**src/rtl/polaris_bus_pkg.sv**
```systemverilog
`default_nettype none
// ============================================================================
// Module      : polaris_bus_pkg
// Description : Shared encodings for the Polaris bus arbiter and the bridges
//               built around it. Holds bus size codes, arbiter state and grant
//               codes, the latched-request record and a request-pending helper.
// Revision    : 1.0 - initial release
// ============================================================================
package polaris_bus_pkg;

  // Bus transfer size codes (xsiz/isiz/dsiz)
  localparam logic [1:0] SIZ_NONE  = 2'b00;
  localparam logic [1:0] SIZ_BYTE  = 2'b01;
  localparam logic [1:0] SIZ_WORD  = 2'b10;
  localparam logic [1:0] SIZ_DWORD = 2'b11;

  // Arbiter states. The GNT encodings equal the grant codes so the state
  // register can be presented directly on grant_o.
  localparam logic [1:0] ST_IDLE  = 2'b00;
  localparam logic [1:0] ST_GNT_I = 2'b01;
  localparam logic [1:0] ST_GNT_D = 2'b10;

  // Owner codes on grant_o
  localparam logic [1:0] GRANT_NONE = 2'b00;
  localparam logic [1:0] GRANT_I    = 2'b01;
  localparam logic [1:0] GRANT_D    = 2'b10;

  // Transfer latched from the winning master and held on the bus
  typedef struct packed {
    logic [63:0] adr;
    logic [1:0]  siz;
    logic        we;
    logic [63:0] dat;
  } bus_req_t;

  // A master is requesting whenever its size field is non-zero
  function automatic logic req_pending(input logic [1:0] siz);
    return siz != SIZ_NONE;
  endfunction

endpackage
`default_nettype wire

```
**src/rtl/polaris_bus_watchdog.sv**
```systemverilog
`default_nettype none
// ============================================================================
// Module      : polaris_bus_watchdog
// Description : TW-bit cycle counter with clear/enable and a registered
//               expire flag. expire_o is high while the count equals
//               TIMEOUT-1, i.e. during the TIMEOUT-th enabled cycle after a
//               clear. TIMEOUT = 0 disables expiry entirely.
// Ports       : clk_i    - clock
//               reset_i  - asynchronous active-low reset
//               clr_i    - return count to zero (wins over en_i)
//               en_i     - advance count by one
//               expire_o - registered compare, count == TIMEOUT-1
// Revision    : 1.0 - initial release
// ============================================================================
module polaris_bus_watchdog #(
  parameter int unsigned TIMEOUT = 16,
  parameter int unsigned TW      = 5
) (
  input  logic clk_i,
  input  logic reset_i,
  input  logic clr_i,
  input  logic en_i,
  output logic expire_o
);

  localparam int unsigned   c_LIMIT_INT = (TIMEOUT > 0) ? TIMEOUT - 1 : 0;
  localparam logic [TW-1:0] c_LIMIT     = TW'(c_LIMIT_INT);
  localparam logic          c_ENABLED   = (TIMEOUT != 0);
  // With TIMEOUT = 1 the very first cycle after a clear is already the last
  localparam logic          c_EXP_RST   = (TIMEOUT == 1);

  logic [TW-1:0] r_cnt;
  logic [TW-1:0] w_cnt_nxt;
  logic          r_expire;

  always_comb begin
    w_cnt_nxt = r_cnt;
    if (clr_i) begin
      w_cnt_nxt = '0;
    end else if (en_i) begin
      w_cnt_nxt = r_cnt + 1'b1;
    end
  end

  // Compare against the next count so the flag lines up with the count
  // value it describes without a combinational compare on the output.
  always_ff @(posedge clk_i or negedge reset_i) begin
    if (!reset_i) begin
      r_cnt    <= '0;
      r_expire <= c_EXP_RST;
    end else begin
      r_cnt    <= w_cnt_nxt;
      r_expire <= c_ENABLED && (w_cnt_nxt == c_LIMIT);
    end
  end

  assign expire_o = r_expire;

endmodule
`default_nettype wire

```
**src/rtl/polaris_bus_arbiter.sv**
```systemverilog
`default_nettype none
// ============================================================================
// Module      : polaris_bus_arbiter
// Description : Shares the external bus between the instruction-fetch master
//               (I) and the load/store master (D). Latches the winning
//               request onto the bus, holds it until the slave acks or the
//               watchdog expires, and routes ack/data/err to the owner.
// Ports       : clk_i, reset_i (async, active-low)
//               I master : iadr_i, isiz_i -> iack_o, idat_o, ierr_o
//               D master : dadr_i, dsiz_i, dwe_i, ddat_i
//                          -> dack_o, ddat_o, derr_o
//               Bus      : xadr_o, xsiz_o, xwe_o, xdat_o <- xack_i, xdat_i
//               grant_o  : current owner, 00 none, 01 I, 10 D
// Revision    : 1.0 - initial release
// ============================================================================
module polaris_bus_arbiter
  import polaris_bus_pkg::*;
#(
  parameter int unsigned TIMEOUT = 16,
  parameter int unsigned TW      = 5
) (
  input  logic        clk_i,
  input  logic        reset_i,
  input  logic [63:0] iadr_i,
  input  logic [1:0]  isiz_i,
  output logic        iack_o,
  output logic [31:0] idat_o,
  output logic        ierr_o,
  input  logic [63:0] dadr_i,
  input  logic [1:0]  dsiz_i,
  input  logic        dwe_i,
  input  logic [63:0] ddat_i,
  output logic        dack_o,
  output logic [63:0] ddat_o,
  output logic        derr_o,
  output logic [63:0] xadr_o,
  output logic [1:0]  xsiz_o,
  output logic        xwe_o,
  output logic [63:0] xdat_o,
  input  logic        xack_i,
  input  logic [63:0] xdat_i,
  output logic [1:0]  grant_o
);

  logic [1:0] r_state;
  logic       r_lg_d;    // 1: D owned the bus last, so I wins the next tie
  bus_req_t   r_x;

  logic       w_ireq;
  logic       w_dreq;
  logic       w_pick_i;
  logic       w_in_gnt;
  logic       w_own_i;
  logic       w_own_d;
  logic       w_expire;
  logic       w_done;
  logic       w_iack;
  logic       w_dack;
  bus_req_t   w_ipkt;
  bus_req_t   w_dpkt;

  assign w_ireq   = req_pending(isiz_i);
  assign w_dreq   = req_pending(dsiz_i);
  assign w_pick_i = w_ireq && (!w_dreq || r_lg_d);

  // Fetches never write, so we and data are forced to zero for I
  assign w_ipkt = '{adr: iadr_i, siz: isiz_i, we: 1'b0, dat: 64'd0};
  assign w_dpkt = '{adr: dadr_i, siz: dsiz_i, we: dwe_i, dat: ddat_i};

  assign w_own_i  = (r_state == ST_GNT_I);
  assign w_own_d  = (r_state == ST_GNT_D);
  assign w_in_gnt = w_own_i || w_own_d;
  // An ack in the expiry cycle still counts as a normal completion
  assign w_done   = w_in_gnt && (xack_i || w_expire);

  polaris_bus_watchdog #(
    .TIMEOUT (TIMEOUT),
    .TW      (TW)
  ) u_watchdog (
    .clk_i    (clk_i),
    .reset_i  (reset_i),
    .clr_i    (!w_in_gnt || w_done),
    .en_i     (w_in_gnt && !xack_i),
    .expire_o (w_expire)
  );

  always_ff @(posedge clk_i or negedge reset_i) begin
    if (!reset_i) begin
      r_state <= ST_IDLE;
      r_lg_d  <= 1'b1;
      r_x     <= '0;
    end else begin
      case (r_state)
        ST_IDLE: begin
          if (w_pick_i) begin
            r_state <= ST_GNT_I;
            r_x     <= w_ipkt;
          end else if (w_dreq) begin
            r_state <= ST_GNT_D;
            r_x     <= w_dpkt;
          end
        end
        ST_GNT_I, ST_GNT_D: begin
          if (w_done) begin
            r_state <= ST_IDLE;
            r_x.siz <= SIZ_NONE;
            r_lg_d  <= w_own_d;
          end
        end
        default: begin
          r_state <= ST_IDLE;
          r_x.siz <= SIZ_NONE;
        end
      endcase
    end
  end

  assign xadr_o  = r_x.adr;
  assign xsiz_o  = r_x.siz;
  assign xwe_o   = r_x.we;
  assign xdat_o  = r_x.dat;
  assign grant_o = r_state;

  assign w_iack = w_own_i && xack_i;
  assign w_dack = w_own_d && xack_i;

  assign iack_o = w_iack;
  assign dack_o = w_dack;
  assign ierr_o = w_own_i && w_expire && !xack_i;
  assign derr_o = w_own_d && w_expire && !xack_i;

  // Fetch word lane is picked by the latched address, not the live input
  assign idat_o = !w_iack ? 32'd0 :
                  (r_x.adr[2] ? xdat_i[63:32] : xdat_i[31:0]);
  assign ddat_o = w_dack ? xdat_i : 64'd0;

endmodule
`default_nettype wire

```
**config.mk**
```make
export PLATFORM = sky130hd
export DESIGN_NAME = polaris_bus_arbiter
export DESIGN_NICKNAME = d
export VERILOG_FILES = /design/src/rtl/polaris_bus_pkg.sv /design/src/rtl/polaris_bus_watchdog.sv /design/src/rtl/polaris_bus_arbiter.sv
export SDC_FILE = /design/constraint.sdc
export NUM_CORES = 1
export LEC_CHECK = 0
export BUFFER_PORTS_ARGS = -buffer_cell sky130_fd_sc_hd__clkbuf_2
export CORE_AREA = 8 8 186 188
export DETAILED_ROUTE_END_ITERATION = 10
export DIE_AREA = 0 0 194 196
export GPL_TIMING_DRIVEN = 0
export HOLD_SLACK_MARGIN = 0.03
export MAX_ROUTING_LAYER = met4
export PLACE_DENSITY = 0.58
export RECOVER_POWER = 50
export SLEW_MARGIN = 20
export SYNTH_ARGS = -nofsm -noshare
export SYNTH_HDL_FRONTEND = slang
export SYNTH_HIERARCHICAL = 1
export SYNTH_SLANG_ARGS = --single-unit
```
**constraint.sdc**
```tcl
create_clock -name clk_i -period 2.25 [get_ports clk_i]
set_input_delay 0.225 -clock clk_i [delete_from_list [all_inputs] [get_ports clk_i]]
set_output_delay 0.225 -clock clk_i [all_outputs]
set_load 0.01 [all_outputs]
```
==> results of run 1 <==
-- how the worst max path moves through the flow --
| stage | startpoint | depth (start not counted) | to | slack [ns] |
|---|---|---|---|---|
| after detailed placement | isiz_i[0] | 6 | xadr_o[17]$_DFFE_PN0P_ | -0.27 |
| after global routing | grant_o[1]$_DFFE_PN0P_ | 6 | idat_o[18] | -0.02 |
| after CTS | grant_o[0]$_DFFE_PN0P_ | 6 | xadr_o[46]$_DFFE_PN0P_ | 0.0008 |
| after global placement | reset_i | 1 | xadr_o[55]$_DFFE_PN0P_ | -1.60 |
| final | grant_o[1]$_DFFE_PN0P_ | 6 | idat_o[21] | 0.09 |
| after floorplan | grant_o[0]$_DFFE_PN0P_ | 6 | xsiz_o[0]$_DFFE_PN0P_ | 0.56 |
-- routing by layer --
layer | GRT usage | vias to the layer above | part of all wire
met5 | - | - | 0
met4 | 0.104 | 0 | 0.044
met3 | 0.0454 | 83 | 0.061
met2 | 0.327 | 430 | 0.51
met1 | 0.211 | 4104 | 0.39
li1 | - | 3870 | -
-- worst max-delay path, stage by stage (launching register included) --
cell and delay [ns]:
dfrtp_1 0.40, inv_1 0.11, ha_1 0.17, nand2_1 0.18, buf_2 0.27, nor2_1 0.22
clkbuf_2 0.18
-- timing repair --
item / CTS / global route
pin swaps: 0 / 0
endpoints found under the hold margin: 155 / 0
cloned: 0 / 0
gates resized for setup: 22 / 17
setup buffers: 0 / 2
setup endpoints to repair: 110 / 84
hold buffers: 93 / 0
-- layout make-up --
| cell class | instances | area (µm²) | area share |
|---|---|---|---|
| Sequential cell | 140 | 3510 | 0.306 |
| Timing Repair Buffer | 592 | 3290 | 0.288 |
| Multi-Input combinational cell | 498 | 3090 | 0.270 |
| Tap cell | 408 | 510 | 0.0446 |
| Clock buffer | 18 | 429 | 0.0375 |
| Buffer | 77 | 388 | 0.0339 |
| Clock inverter | 14 | 208 | 0.0181 |
| Inverter | 6 | 22.5 | 0.00197 |
| Antenna cell | 2 | 5.00 | 0.000437 |
-- per-stage QoR --
stage / power, W / setup TNS, ns / hold WS (ns) / util / cells
after floorplan: 0.00808 / 0 / -0.0706 / - / 722
after global placement: 0.0111 / -222.78 / 0.444 / 0.312 / 1626
after detailed placement: 0.0112 / -2.21 / 0.272 / 0.313 / 1627
after CTS: 0.0146 / 0 / 0.0302 / 0.364 / 1751
after global routing: 0.0152 / -0.0355 / 0.0394 / 0.359 / 1755
final: 0.0143 / 0 / 0.0520 / 0.359 / 1755
-- kinds of logic after synthesis --
family / count (synthesis) / synth area share
fa+ha+maj: 4 / 0.00719
flops: 140 / 0.504
simple gates: 245 / 0.173
compound gates: 212 / 0.210
xor+xnor: 3 / 0.00378
mux: 34 / 0.0491
buf+inv: 84 / 0.0532
-- placed cells by master, fill, tap and decap left out, types with 3 or more instances in the layout --
cell / n
nand3_1: 64
clkbuf_1: 155
o21ai_1: 10
inv_6: 5
a22o_1: 65
inv_1: 6
o21ai_0: 55
clkbuf_2: 380
nand2_1: 4
clkbuf_4: 3
buf_2: 24
mux2i_1: 33
dfrtp_1: 138
dlygate4sd3_1: 93
and3_1: 64
a31oi_1: 64
nor2_1: 99
ha_1: 3
clkbuf_16: 17
bufinv_16: 4
buf_4: 10
-- where the power goes --
part | internal, W | total (W) | switching (W)
Sequential | 0.00368 | 0.00441 | 0.000727
Clock | 0.00189 | 0.00312 | 0.00123
Combinational | 0.00257 | 0.00673 | 0.00415
Total | 0.00815 | 0.0143 | 0.00611
-- state kept, by name, indices dropped and copies added (netlist names) --
signal / count
xwe_o: 1
xadr_o: 64
xsiz_o: 2
xdat_o: 64
u_watchdog/r_cnt: 5
r_lg_d: 1
grant_o: 2
u_watchdog/expire_o: 1
==> metrics, run 1 <==
critical path data arrival time=1.94 ns; Clock Path Buffers=2; period utilization=0.960; CTS sink cnt=140; DR iter-0 viols=417; Commonest cells post-synth=dfrtp_1 (139), nor2_1 (100), a22o_1 (65); final setup vio count=0; syn nets=990; antenna viol nets, final=0; Syn Area/Cell=9.64 µm²; Die W=194 µm; CORE AREA=0.0319 mm²; crit end category=output port; number of enable flip-flop cells after synthesis=0; Detail Placement HPWL=29600 µm; HP Start=iadr_i[9]; leakage power=5.79 nW; run status=finished, violations left; Root Driver=clkbuf_16; RR Endpoint=xadr_o[2]$_DFFE_PN0P_; TritonCTS clock tree=built; largest net degree at the start of global routing=74; Worst setup SP type=flop; initial antenna violation count=3; unrepaired setup endpoints after global routing=yes; top-count cell post-synth=dfrtp_1; Cell Area, Placed=0.00999 mm²; post-synth top area share=0.500; PortBufs=496; H-tree lvl count=4; Boundary Pins=497; pre-CTS WS=-0.267 ns; vias in the first global route=9017; synthesized area=0.00696 mm²; Post-synth top flop=dfrtp_1; drt wl/cell=21.4 µm; Synth Register Bits=140; hold endpoint=xadr_o[9]$_DFFE_PN0P_; # rows=66; r2r startpoint=grant_o[0]$_DFFE_PN0P_; grt total ovfl=0; Max-Cap Viols=1; Die Y=196 µm; drt pass-1 iters=5; max-slew violations=68; Worst Reg-to-Reg Cells=7; Slew @ Worst Pin=1.65 ns; Seq/Total Area, Yosys=0.504; Worst Hold Class=in -> reg; via count=8487; synth warn=6; total detailed-routing wirelength=37600 µm; critical path type=reg -> out; crit path max fanout=10; Initial Util=0.218; Die ar.=0.0380 mm²; worst path required time=2.03 ns; slew margin rel.=-0.100; gpl congestion=0.933; Hold Vio Cnt, Final=0; Synth Instances=722; filler cell count=3411; Worst Hold Depth=3; final setup margin=0.0896 ns; area grow syn2layout=64.5%; final worst clock skew=0.00865 ns; layout cell share with drive strength beyond 1=0.343; r2r setup slk=0.11 ns; first-pass GRT wire length=55400 µm; CTS buffer count=17; failing checks=capacitance limit, slew limit; maximum clock frequency=463 MHz; Yosys cell types=45; gr usage total=0.194; Vias/cell=4.84; clk_lat worst skew=0.42 ns; fin crit period=2.16 ns; PD cells=1240 mW/mm²; Residual DRC=0; area leader, netlist=dfrtp_1; top area cells in the synthesized netlist=dfrtp_1 (50%), a22o_1 (8.2%), a31oi_1 (5.8%), and3_1 (5.8%), nor2_1 (5.4%); ys async rst share=1.00; Peak supply drop=0.000497 V; Final nets=1600; clk slew on worst S/H paths=0.07 ns; final instance area=0.0115 mm²
Note: power is estimated with default switching activity, not from simulation.
==> inputs of run 2 (changes only) <==
- ABC_AREA: default -> 1
- CORE_AREA: 8 8 186 188 -> 2 2 191 193
- DIE_AREA: 0 0 194 196 -> 0 0 193 195
- PLACE_DENSITY: 0.58 -> 0.55
- SETUP_SLACK_MARGIN: default -> 0.5
==> run 2 against run 1 <==
  * Critical path type unchanged
  * The run now ends clean
  * Sequential share of layout area is 4.2 points lower
  * Fmax is 6.4% higher
  * First-iteration DRC count is 7.7% higher
  * Non-clock buffer count is 4 higher
  * Register-to-register slack better by 0.25 ns
  * Clock-buffer cell count is 1 higher
  * Cell area is 16% higher
  * Worst hold slack better by 0.019 ns
  * Die area is 1.0% lower
  * Clock power is 6% lower
==> metrics, run 2 <==
Sw Pwr=0.00745 W (was 0.00611 W); Hold Vio Cnt, Final=0 (unchanged); Comb power frac=0.567 (was 0.472); final setup margin=0.220 ns (was 0.0896 ns); initial antenna violation count=9 (was 3); period utilization=0.902 (was 0.960); Worst Reg-to-Reg Cells=13 (was 7); vias in the first global route=9212 (was 9017); internal power=0.00935 W (was 0.00815 W); Synth Instances=1068 (was 722); r2r setup slk=0.36 ns (was 0.11 ns); crit path max fanout=10 (unchanged); top-count cell post-synth=nand2_1 (was dfrtp_1); PortBufs=496 (unchanged); Die Y=195 µm (was 196 µm); RR Endpoint=u_watchdog/expire_o$_DFF_PN0_ (was xadr_o[2]$_DFFE_PN0P_); grt total ovfl=0 (unchanged); layout cell share with drive strength beyond 1=0.367 (was 0.343); gpl congestion=0.956 (was 0.933); syn nets=1336 (was 990); Die W=193 µm (was 194 µm); max-slew violations=0 (was 68); via count=9565 (was 8487); H-tree lvl count=4 (unchanged); area leader, netlist=dfrtp_1 (unchanged); drt pass-1 iters=5 (unchanged); leakage power=7.33 nW (was 5.79 nW); Max-Cap Viols=0 (was 1); Worst Hold Class=in -> reg (unchanged); Syn Area/Cell=6.92 µm² (was 9.64 µm²); Peak supply drop=0.000652 V (was 0.000497 V); Synth Register Bits=140 (unchanged); Clock Path Buffers=2 (unchanged); Final Util=0.375 (was 0.359); unrepaired setup endpoints after global routing=yes (unchanged); final worst clock skew=0.0118 ns (was 0.00865 ns); Slew @ Worst Pin=0.720 ns (was 1.65 ns); antenna viol nets, final=0 (unchanged); clock power share=0.175 (was 0.219); clk_lat worst skew=0.44 ns (was 0.42 ns); synthesized area=0.00739 mm² (was 0.00696 mm²); critical path data arrival time=1.80 ns (was 1.94 ns); Root Driver=clkbuf_16 (unchanged); TritonCTS clock tree=built (unchanged); CORE AREA=0.0354 mm² (was 0.0319 mm²); drt wl/cell=18.6 µm (was 21.4 µm); total power=0.0168 W (was 0.0143 W); post-synth top area share=0.471 (was 0.500); critical path type=reg -> out (unchanged); worst path required time=2.03 ns (about the same); maximum clock frequency=493 MHz (was 463 MHz); DR iter-0 viols=449 (was 417); hold endpoint=xadr_o[47]$_DFFE_PN0P_ (was xadr_o[9]$_DFFE_PN0P_); # rows=69 (was 66); final setup vio count=0 (unchanged); Worst setup SP type=flop (unchanged); Seq/Total Area, Yosys=0.474 (was 0.504); Die ar.=0.0376 mm² (was 0.0380 mm²); Initial Util=0.209 (was 0.218); Vias/cell=4.41 (was 4.84); CTS buffer count=17 (unchanged); HP Start=dadr_i[47] (was iadr_i[9]); run status=completed (was finished, violations left); Detail Placement HPWL=29200 µm (was 29600 µm); most common cell after layout, fill and taps aside=nand2_1 (was clkbuf_2); r2r startpoint=grant_o[0]$_DFFE_PN0P_ (unchanged); Reg power frac=0.258 (was 0.309); ys async rst share=1.00 (unchanged); clk slew on worst S/H paths=0.06 ns (was 0.07 ns); Boundary Pins=497 (unchanged); gr usage total=0.209 (was 0.194); first-pass GRT wire length=56100 µm (was 55400 µm); synth warn=6 (unchanged); Worst Hold Depth=5 (was 3); area grow syn2layout=79.7% (was 64.5%); fin crit period=2.03 ns (was 2.16 ns); pre-CTS WS=-0.0534 ns (was -0.267 ns); Yosys cell types=20 (was 45); most frequent cells in the layout=nand2_1 (472), clkbuf_2 (273), dfrtp_1 (139) (was clkbuf_2 (380), clkbuf_1 (155), dfrtp_1 (138)); slew margin rel.=0.520 (was -0.100); PD cells=1270 mW/mm² (was 1240 mW/mm²); top area cells in the synthesized netlist=dfrtp_1 (47%), nand2_1 (24%), nand3_1 (9.1%), inv_1 (4.0%), nor2_1 (3.7%) (was dfrtp_1 (50%), a22o_1 (8.2%), a31oi_1 (5.8%), and3_1 (5.8%), nor2_1 (5.4%)); Residual DRC=0 (unchanged); total detailed-routing wirelength=40300 µm (was 37600 µm); Commonest cells post-synth=nand2_1 (479), dfrtp_1 (139), nand3_1 (135) (was dfrtp_1 (139), nor2_1 (100), a22o_1 (65)); CTS sink cnt=140 (unchanged); crit end category=output port (unchanged); Sw Ratio=0.443 (was 0.429); number of enable flip-flop cells after synthesis=0 (unchanged); largest net degree at the start of global routing=79 (was 74); Post-synth top flop=dfrtp_1 (unchanged); Final nets=1955 (was 1600)
## run 2: cell count changes after synthesis, moves of 27 or more
cell      change
nand2_1     +475
inv_1        +73
nand3_1      +71
a22o_1       -65
a31oi_1      -64
and3_1       -64
mux2i_1      -33
clkbuf_1     -32
buf_2        +31
a21oi_1      +30
nor2_1       -27
## run 2: per-stage QoR
| stage | hold slack (ns) | setup TNS [ns] | instance area (µm²) | std cells |
|---|---|---|---|---|
| final | 0.0709 | 0 | 13300 | 2171 |
| after CTS | 0.0373 | 0 | 12500 | 2142 |
| after detailed placement | 0.273 | -0.109 | 10500 | 2026 |
| after global placement | 0.448 | -229.53 | 10400 | 2025 |
| after floorplan | -0.0706 | 0 | 7390 | 1068 |
| after global routing | 0.0698 | 0 | 13300 | 2167 |
## run 2: kinds of logic (layout without fill, tap and decap cells)
kind of cell	after synthesis	after routing	synth area share
AND/OR/NAND/NOR	699	699	0.382
AO/OA/AOI/OAI	70	70	0.0484
adder cells (fa/ha/maj)	4	4	0.00678
flip-flops	140	140	0.474
other	0	10	0
buffers and inverters	155	787	0.0884
## run 2: critical path, cell delays in order, from the launching register on
cell	delay (ns)
dfrtp_1	0.43
inv_2	0.10
ha_4	0.15
nand2_4	0.06
buf_4	0.17
buf_6	0.14
nor2_4	0.19
buf_6	0.13
## run 2: timing repair
action | CTS | global route
setup endpoints to repair | 233 | 231
gates cloned | 6 | 13
hold buffers | 64 | 0
hold endpoints to repair | 124 | 0
setup buffers | 14 | 6
pin swaps | 4 | 5
gates resized for setup | 170 | 272
## run 2: layout make-up
type                    count  area [µm²]
fillers                  3755       22100
multi-input cells         773        3750
repair buffers            600        3730
flip-flops and latches    140        3500
plain buffers              73         751
well taps                 461         577
clock buffers              19         443
inverters                  82         325
clock inverters            13         159
diodes                     10        25.0
## run 2: worst max-delay path by stage
stage          cells past startpoint                   start  slack [ns]                             to
6_report                           7  grant_o[0]$_DFFE_PN0P_        0.22                     ddat_o[20]
5_1_grt                            7  grant_o[0]$_DFFE_PN0P_        0.14                     ddat_o[20]
4_1_cts                            7  grant_o[0]$_DFFE_PN0P_        0.20                     ddat_o[50]
3_5_place_dp                       7  grant_o[0]$_DFFE_PN0P_       -0.05                     ddat_o[28]
3_3_place_gp                       1                 reset_i       -1.68          xadr_o[2]$_DFFE_PN0P_
2_1_floorplan                     12  grant_o[0]$_DFFE_PN0P_        0.59  u_watchdog/expire_o$_DFF_PN0_
## run 2: per-layer routing
| layer | vias up | part of all wire | track usage |
|---|---|---|---|
| met5 | - | 0 | - |
| met4 | 0 | 0.040 | 0.0954 |
| met3 | 75 | 0.064 | 0.0435 |
| met2 | 427 | 0.52 | 0.366 |
| met1 | 4503 | 0.38 | 0.224 |
| li1 | 4560 | - | - |
## run 2: power by group through the flow
stage | Sequential [W] | Clock [W] | Combinational [W]
global route | 0.00447 | 0.00315 | 0.0104
global placement | 0.00431 | 0 | 0.00703
detailed placement | 0.00433 | 0 | 0.00709
CTS | 0.00433 | 0.00304 | 0.00828
floorplan | 0.00479 | 0 | 0.00335
finish | 0.00434 | 0.00294 | 0.00952
==> inputs of run 3 (changes only) <==
- PLACE_DENSITY: 0.55 -> 0.56
- clock period: 2.25 -> 1.8 ns (I/O delays scaled with it)
==> run 3 against run 2 <==
  * The run now ends with setup timing left
  * Routed wire length shrank 2.1%
  * Critical path depth unchanged
  * Clock skew grew 0.0045 ns
  * Flip-flop and latch count unchanged
  * Non-clock buffer count rose by 44
  * Worst hold slack got worse by 0.021 ns
  * Clock-buffer cell count decreased by 1
  * Register-to-register slack worse by 0.41 ns
  * Highest routed layer unchanged
==> metrics, run 3 (synthesis results as in run 2) <==
run status=finished, violations left (was completed); failing checks=setup timing; top routing layer used=met4 (unchanged); Final Util=0.407 (was 0.375); DR iter-0 viols=297 (was 449); Vias/cell=4.38 (was 4.41); period utilization=1.08; worst path required time=1.62 ns (was 2.03 ns); Final nets=2000 (was 1955); Clock Path Buffers=2 (unchanged); total detailed-routing wirelength=39500 µm (was 40300 µm); r2r setup slk=-0.05 ns (was 0.36 ns); Detail Placement HPWL=28200 µm (was 29200 µm); pre-CTS WS=-0.128 ns (was -0.0534 ns); total power=0.0232 W (was 0.0168 W); Initial Util=0.209 (unchanged); via count=9701 (was 9565); final worst clock skew=0.0163 ns (was 0.0118 ns); critical path type=reg -> out (unchanged); final setup vio count=166 (was 0); clk_lat worst skew=0.43 ns (was 0.44 ns); final instance area=0.0144 mm² (was 0.0133 mm²); Peak supply drop=0.000767 V (was 0.000652 V); RR Endpoint=xdat_o[12]$_DFFE_PN0P_ (was u_watchdog/expire_o$_DFF_PN0_); CTS sink cnt=140 (unchanged); Die ar.=0.0376 mm² (unchanged); CP max stage delay=0.43 ns (about the same); critical path data arrival time=1.76 ns (was 1.80 ns); met3 WL post-DR=2560 µm (was 2570 µm); Boundary Pins=497 (unchanged); first-pass GRT wire length=55800 µm (was 56100 µm); area grow syn2layout=95.0% (was 79.7%); register area=0.00350 mm² (unchanged); gpl congestion=0.910 (was 0.956); most frequent cells in the layout=nand2_1 (470), clkbuf_2 (346), dfrtp_1 (139) (was nand2_1 (472), clkbuf_2 (273), dfrtp_1 (139)); final setup margin=-0.144 ns (was 0.220 ns); Slew @ Worst Pin=1.22 ns (was 0.720 ns); Worst setup SP type=flop (unchanged); H-tree lvl count=4 (unchanged); grt total ovfl=0 (unchanged); DR WL met2=20000 µm (was 20800 µm); Max-Cap Viols=0 (unchanged); WP buf/inv=4 (unchanged); largest net degree at the start of global routing=81 (was 79); CTS buffer count=17 (unchanged); crit path max-delay cell type=dfrtp_1 (unchanged); PortBufs=496 (unchanged); Die Y=195 µm (unchanged); r2r startpoint=grant_o[0]$_DFFE_PN0P_ (unchanged); crit end category=output port (unchanged); filler cell count=3645 (was 3755); Post-Route M1 WL=15400 µm (about the same); area of the multi-input gates=0.00405 mm² (was 0.00375 mm²); drt wl/cell=17.8 µm (was 18.6 µm); PD cells=1610 mW/mm² (was 1270 mW/mm²); Root Driver=clkbuf_16 (unchanged); HP Start=dadr_i[1] (was dadr_i[47]); crit path max fanout=6 (was 10); gr usage total=0.206 (was 0.209); layout cell share with drive strength beyond 1=0.411 (was 0.367); Worst Reg-to-Reg Cells=11 (was 13); Setup crit start=grant_o[0]$_DFFE_PN0P_ (unchanged); maximum clock frequency=514 MHz; TritonCTS clock tree=built (unchanged); delay-heaviest family, CP=buffers and inverters (unchanged); vias in the first global route=9663 (was 9212); slew margin rel.=0.188 (was 0.520); Worst Hold Class=in -> reg (unchanged); max-slew violations=0 (unchanged); CORE AREA=0.0354 mm² (unchanged); clk slew on worst S/H paths=0.07 ns (was 0.06 ns); # rows=69 (unchanged); antenna viol nets, final=0 (unchanged); Hold Vio Cnt, Final=0 (unchanged); Residual DRC=0 (unchanged); Worst Hold Depth=5 (unchanged); Cell Area, Placed=0.0111 mm² (was 0.0105 mm²); drt pass-1 iters=5 (unchanged); leakage power=7.86 nW (was 7.33 nW); unrepaired setup endpoints after global routing=yes (unchanged); most common cell after layout, fill and taps aside=nand2_1 (unchanged); crit-path cells=inv_2 -> ha_4 -> nand2_4 -> buf_12 -> buf_16 -> nor2_4 -> buf_6 (was inv_2 -> ha_4 -> nand2_4 -> buf_4 -> buf_6 -> nor2_4 -> buf_6); Die W=193 µm (unchanged); fin crit period=1.94 ns; initial antenna violation count=9 (unchanged); hold endpoint=xadr_o[1]$_DFFE_PN0P_ (was xadr_o[47]$_DFFE_PN0P_)
-- run 3: cell types whose count changed in the layout (fill, tap and decap cells not counted), sizes merged, moves of 3 or more --
cell and delta:
inv +6, diode -3, dlygate4sd3 +25, clkbuf +24, bufbuf +11, buf -17
-- run 3: timing repair --
action                     4_1_cts  5_1_grt
buffers inserted                22        9
gates cloned                    25        3
hold buffers                    89        0
setup endpoints to repair      239      242
gates resized for setup        146      180
pin swaps                       13       22
hold endpoints to repair       166        0
-- run 3: power breakdown --
part	internal (W)	switching, W	total [W]
clock	0.00186	0.00166	0.00352
sequential	0.00458	0.000814	0.00540
combinational	0.00684	0.00745	0.0143
-- run 3: worst min-delay path: stages --
cell      delay [ns]
clkbuf_2        0.08
nand2_1         0.04
nand2_1         0.05
nand2_1         0.04
nand2_1         0.05
-- run 3: how the worst max path moves through the flow --
stage / endpoint / slack [ns] / cells past startpoint
finish: ddat_o[32] / -0.14 / 7
global placement: xadr_o[1]$_DFFE_PN0P_ / -2.02 / 1
global route: idat_o[4] / -0.21 / 8
CTS: ddat_o[20] / -0.19 / 7
floorplan: u_watchdog/expire_o$_DFF_PN0_ / 0.24 / 12
detailed placement: xadr_o[3]$_DFFE_PN0P_ / -0.13 / 8
-- run 3: metal layers --
metal | track usage | vias up
met5 | - | -
met4 | 0.106 | 0
met1 | 0.226 | 4544
li1 | - | 4663
met3 | 0.0449 | 87
met2 | 0.347 | 407
-- run 3: cell type report --
type,instances,share of cell area
Timing Repair Buffer,644,0.314
Multi-Input combinational cell,773,0.281
Sequential cell,140,0.243
Buffer,73,0.0563
Tap cell,461,0.0400
Clock buffer,18,0.0298
Inverter,82,0.0236
Clock inverter,14,0.0102
Antenna cell,7,0.00122
Timing Repair inverter,1,0.000782
-- run 3: stage by stage --
stage,instances,setup TNS (ns),hold WS [ns]
floorplan,1068,0,-0.116
global placement,2025,-280.04,0.409
detailed placement,2026,-1.04,0.290
CTS,2194,-12.75,0.0302
global route,2213,-21.09,0.0495
finish,2213,-8.82,0.0496
